### config.mk
export PLATFORM = sky130hd
export DESIGN_NAME = counter
export DESIGN_NICKNAME = d
export VERILOG_FILES = /design/src/rtl/counter_pkg.sv /design/src/rtl/counter.sv
export SDC_FILE = /design/constraint.sdc
export NUM_CORES = 1
export LEC_CHECK = 0
export BUFFER_PORTS_ARGS = -buffer_cell sky130_fd_sc_hd__buf_2
export CAP_MARGIN = 20
export CORE_AREA = 3 3 40 42
export CTS_BUF_LIST = sky130_fd_sc_hd__clkbuf_4 sky130_fd_sc_hd__clkbuf_8
export CTS_CLUSTER_DIAMETER = 60
export DETAILED_ROUTE_END_ITERATION = 7
export DIE_AREA = 0 0 43 45
export PLACE_DENSITY = 0.57
export SYNTH_ARGS = -nofsm -noshare
export SYNTH_HDL_FRONTEND = slang
export SYNTH_SLANG_ARGS = --single-unit
### constraint.sdc
create_clock -name clock_i -period 3.24 [get_ports clock_i]
set_input_delay 0.648 -clock clock_i [delete_from_list [all_inputs] [get_ports clock_i]]
set_output_delay 0.648 -clock clock_i [all_outputs]
set_load 0.1 [all_outputs]
### src/rtl/counter_pkg.sv
// Shared sizing helper for the counter primitive.
`default_nettype none

package counter_pkg;

  // Number of bits needed to hold every value in 0..max_value.
  function automatic int count_width(input int max_value);
    return $clog2(max_value + 1);
  endfunction

endpackage

`default_nettype wire

### src/rtl/counter.sv
// Saturating up-counter with level-sensitive enable; flags completion at MAX.
`default_nettype none

module counter
  import counter_pkg::*;
#(
  parameter int MAX_COUNTER_VALUE = 160,
  localparam int W = count_width(MAX_COUNTER_VALUE)
) (
  input  logic         clock_i,
  input  logic         reset_i,
  input  logic         enable_i,
  output logic         finished_o,
  output logic [W-1:0] counter_val_o
);

  localparam logic [W-1:0] MAX_VAL = W'(MAX_COUNTER_VALUE);
  localparam logic [W-1:0] ONE     = W'(1);

  if (MAX_COUNTER_VALUE < 1) begin : g_bad_max
    $fatal(1, "counter: MAX_COUNTER_VALUE must be >= 1");
  end

  logic [W-1:0] count;
  logic         at_max;

  assign at_max = (count == MAX_VAL);

  // Saturate at MAX so the register can never wrap or overflow W.
  always_ff @(posedge clock_i) begin
    if (reset_i) begin
      count <= '0;
    end else if (enable_i && !at_max) begin
      count <= count + ONE;
    end
  end

  assign counter_val_o = count;
  assign finished_o    = at_max;

endmodule

`default_nettype wire

Yosys cells after proc, flatten, opt, wreduce, memory -nomap -nowiden --
Index checks and enable logic that the tools add are counted.
Operators by class: add/sub/neg operators 1, multiply operators 0, divide/modulo/power cells 0, magnitude comparators 0, eq/ne operators 1, shift-type cells 0, multiplexer cells 0, bitwise logic cells 0, reductions and logical operators 2
Operators by type and width (number):
- $add 8x1->8 const B | 1
- $eq 8x8->1 const B | 1
- $logic_and 1x1->1 | 1
- $logic_not 1->1 | 1
Word-level totals: register bits 8, latch bits 0, RAM bits 0, bits in read-only memories 0, bits of input ports 3, logic and storage cells 5, memories kept 0

Longest topological paths before layout --
depth after elaboration 3, depth in mapped cells 5

Least setup slack after synthesis --
No wires, ideal clock.
path kind register -> output, start point reg count[0] (netlist: counter_val_o[0]), end point out finished_o, arrival 2.066 ns, data required time 2.592 ns, path slack 0.526 ns, cell stages (with the launch flop) 5, path buffers 0, cell sequence dfxtp_1 inv_1 ha_1 nor4b_4 and3_1
Between the ends: longest elaborated chain between the ends 1
RTL lines:
- start: declaration | RTL line counter.sv:24 | logic [W-1:0] count;
- start signal: assignment | RTL line counter.sv:34 | count <= count + ONE;
- $eq 8x8->1 | RTL line counter.sv:27 | assign at_max = (count == MAX_VAL);
- end: declaration | RTL line counter.sv:13 | output logic finished_o,
Every way passes these cells.

Final worst setup path --
Same ends and word-level chain as after synthesis.

==> results.sh <==
export IMPL_setup_tns_ns=0
export IMPL_synth_top_area_share=0.359
export IMPL_critPathKind="reg2out"
export IMPL_path_max_fanout=7
export IMPL_dr_pass1_iters=4
export IMPL_via_count=410
export IMPL_postCtsSetupRepairBufs=0
export IMPL_cts_buffer_depth=2
export IMPL_crit_chain="inv_1 -> ha_1 -> nor4b_4 -> and3_1 -> buf_2"
export IMPL_max_stage_delay_ns=0.42
export IMPL_n_antenna_cell=0
export IMPL_hold_viol_final=0
export IMPL_grt_overflow=0
export IMPL_fmax_ghz=0.428
export IMPL_drtAntennaViolNets=0
export IMPL_ys_seq_area_frac=0.359
export IMPL_area_delta_synth_final_pct=18.2
export IMPL_cts_tree="done"
export IMPL_syn_area_per_cell_um2=8.59
export IMPL_synthTopCellsByCount="dfxtp_1 (8), inv_1 (5), nor2_1 (5), nand2_1 (4), nand4_1 (4)"
export IMPL_start_util=0.348
export IMPL_rsz0062_at_grt="false"
export IMPL_cellPowerDensity_nw_per_um2=416
export IMPL_post_route_util=0.411
export IMPL_ys_ff_latch=8
export IMPL_grt_max_degree=12
export IMPL_clk_pin_slew_worst_paths_ns=0.06
export IMPL_worstSetupStartpointType="flip-flop"
export IMPL_antenna_found_initial=0
export IMPL_io_pins=12
export IMPL_drt_iter0_drc=7
export IMPL_synth_cell_type_count=23
export IMPL_drive_gt1_frac=0.234
export IMPL_skew_ns=0.00843
export IMPL_setup_violations=0
export IMPL_synthFlopType="dfxtp_1"
export IMPL_dp_hpwl_um=684
export IMPL_grt_first_pass_wirelength_um=1420
export IMPL_tightest_slew_ns=0.485
export IMPL_port_buffer_count=11
export IMPL_avgViaCountPerCell=5.19
export IMPL_die_w_um=43
export IMPL_syn_inst=52
export IMPL_max_slew_margin=0.679
export IMPL_grt_pass1_vias=337
export IMPL_p_leak_nw=0.235
export IMPL_die_area_um2=1940
export IMPL_nFillCells=133
export IMPL_ctsResizeCount=0
export IMPL_syn_cell_area_um2=447
export IMPL_nets=71
export IMPL_ys_warn_count=0
export IMPL_synth_top_area_cell="dfxtp_1"
export IMPL_clock_latency_ns=0.25
export IMPL_grt_usage=0.0992
export IMPL_synthArstFlopShare=0
export IMPL_cp_top_family="buffers and inverters"
export IMPL_root_buffer="clkbuf_4"
export IMPL_slew_violations=0
export IMPL_post_drt_wl_per_cell_um=11.3
export IMPL_num_rows=13
export IMPL_synth_edf_count=0
export IMPL_die_y_um=45
export IMPL_endpoint_kind="output port"
export IMPL_core_um2=1280
export IMPL_min_period_ns=2.34
export IMPL_worst_ep_arrival_time_ns=1.69
export IMPL_synth_area_leaders="dfxtp_1 (36%), ha_1 (5.6%), nand4_1 (5.6%)"
export IMPL_cts_buffers=3
export IMPL_p_total_uw=220
export IMPL_drv_cap=0
export IMPL_outcome="complete, no violations"
export IMPL_vdd_ir_drop_max_v=0.000170
export IMPL_synth_fp_nets=57
export IMPL_fin_crit_sh=0.722
export IMPL_cts_hold_buf=0
export IMPL_holdCritPathClass="reg2reg"
export IMPL_drc=0
export IMPL_gp_congestion=0.786
export IMPL_crit_slowest_cell="buf_2"
export IMPL_htree_levels=1
export IMPL_cts_sinks=8
export IMPL_cp_required_ns=2.59
export IMPL_synthMostInstantiatedCell="dfxtp_1"
export IMPL_largest_reg_flops=8
export IMPL_path_buf_inv=2
export IMPL_totalWireLength_um=894
[area by class of cell]
| cell class | instances | area [um^2] | area share |
|---|---|---|---|
| clock buffer | 3 | 22.5 | 0.0427 |
| inverter | 5 | 18.8 | 0.0355 |
| multi-input combinational | 37 | 253 | 0.479 |
| sequential | 8 | 160 | 0.303 |
| tap | 15 | 18.8 | 0.0355 |
| timing repair buffer | 11 | 55.1 | 0.104 |
[power by group]
group          switching [mW]  internal [mW]  total, mW
Clock                  0.0328         0.0423     0.0751
Sequential            0.00470          0.101      0.106
Combinational          0.0280         0.0108     0.0388
[cells in the final DEF, fill, tap and decap left out, types with 2 or more instances in the layout]
cell | Yosys | layout
nor2_1 | 5 | 5
clkbuf_4 | 0 | 3
a21oi_1 | 3 | 3
inv_1 | 5 | 5
nand2b_1 | 2 | 2
nand4_1 | 4 | 4
buf_2 | 0 | 11
ha_1 | 2 | 2
or3_1 | 2 | 2
o21ai_0 | 2 | 2
dfxtp_1 | 8 | 8
mux2_1 | 2 | 2
nor2b_1 | 2 | 2
nand2_1 | 4 | 4
[final timing paths]
path / cells past startpoint / end / slack, ns / startpoint
setup reg to reg: 5 / counter_val_o[0] / 1.64 / counter_val_o[0]
hold / removal: 2 / counter_val_o[5] / 0.52 / counter_val_o[5]
hold reg to reg: 2 / counter_val_o[5] / 0.52 / counter_val_o[5]
setup / recovery: 5 / finished_o / 0.90 / counter_val_o[0]
[layer usage]
metal | GRT usage | up-vias | wire, um
met2 | 0.150 | 10 | 389
met5 | 0 | - | 0
met3 | 0.0359 | 2 | 69
met1 | 0.123 | 192 | 426
met4 | 0.0542 | 0 | 8
li1 | - | 206 | -
[metrics by stage]
stage	instances	area, um^2	worst slack [ns]	hold slack (ns)
after global placement	76	505	1.21	0.508
after detailed placement	76	505	1.18	0.514
after CTS	79	528	0.888	0.525
after global routing	79	528	0.830	0.542
after floorplan	52	447	0.526	0.855
final	79	528	0.901	0.520
[cells by family (layout without fill, tap and decap cells)]
| group | Yosys count | in the layout | share of synthesized area |
|---|---|---|---|
| simple gates | 23 | 23 | 0.305 |
| flops | 8 | 8 | 0.359 |
| mux | 3 | 3 | 0.0728 |
| compound gates | 7 | 7 | 0.0924 |
| buf+inv | 7 | 19 | 0.0756 |
| xor+xnor | 2 | 2 | 0.0392 |
| fa+ha+maj | 2 | 2 | 0.0560 |
[tightest hold or removal path, delay by kind of cell, from the launching register on]
family / cells / cell delay [ns]
flip-flops: 1 / 0.33
AO/OA/AOI/OAI: 2 / 0.14
(Power assumes the default switching activity.)
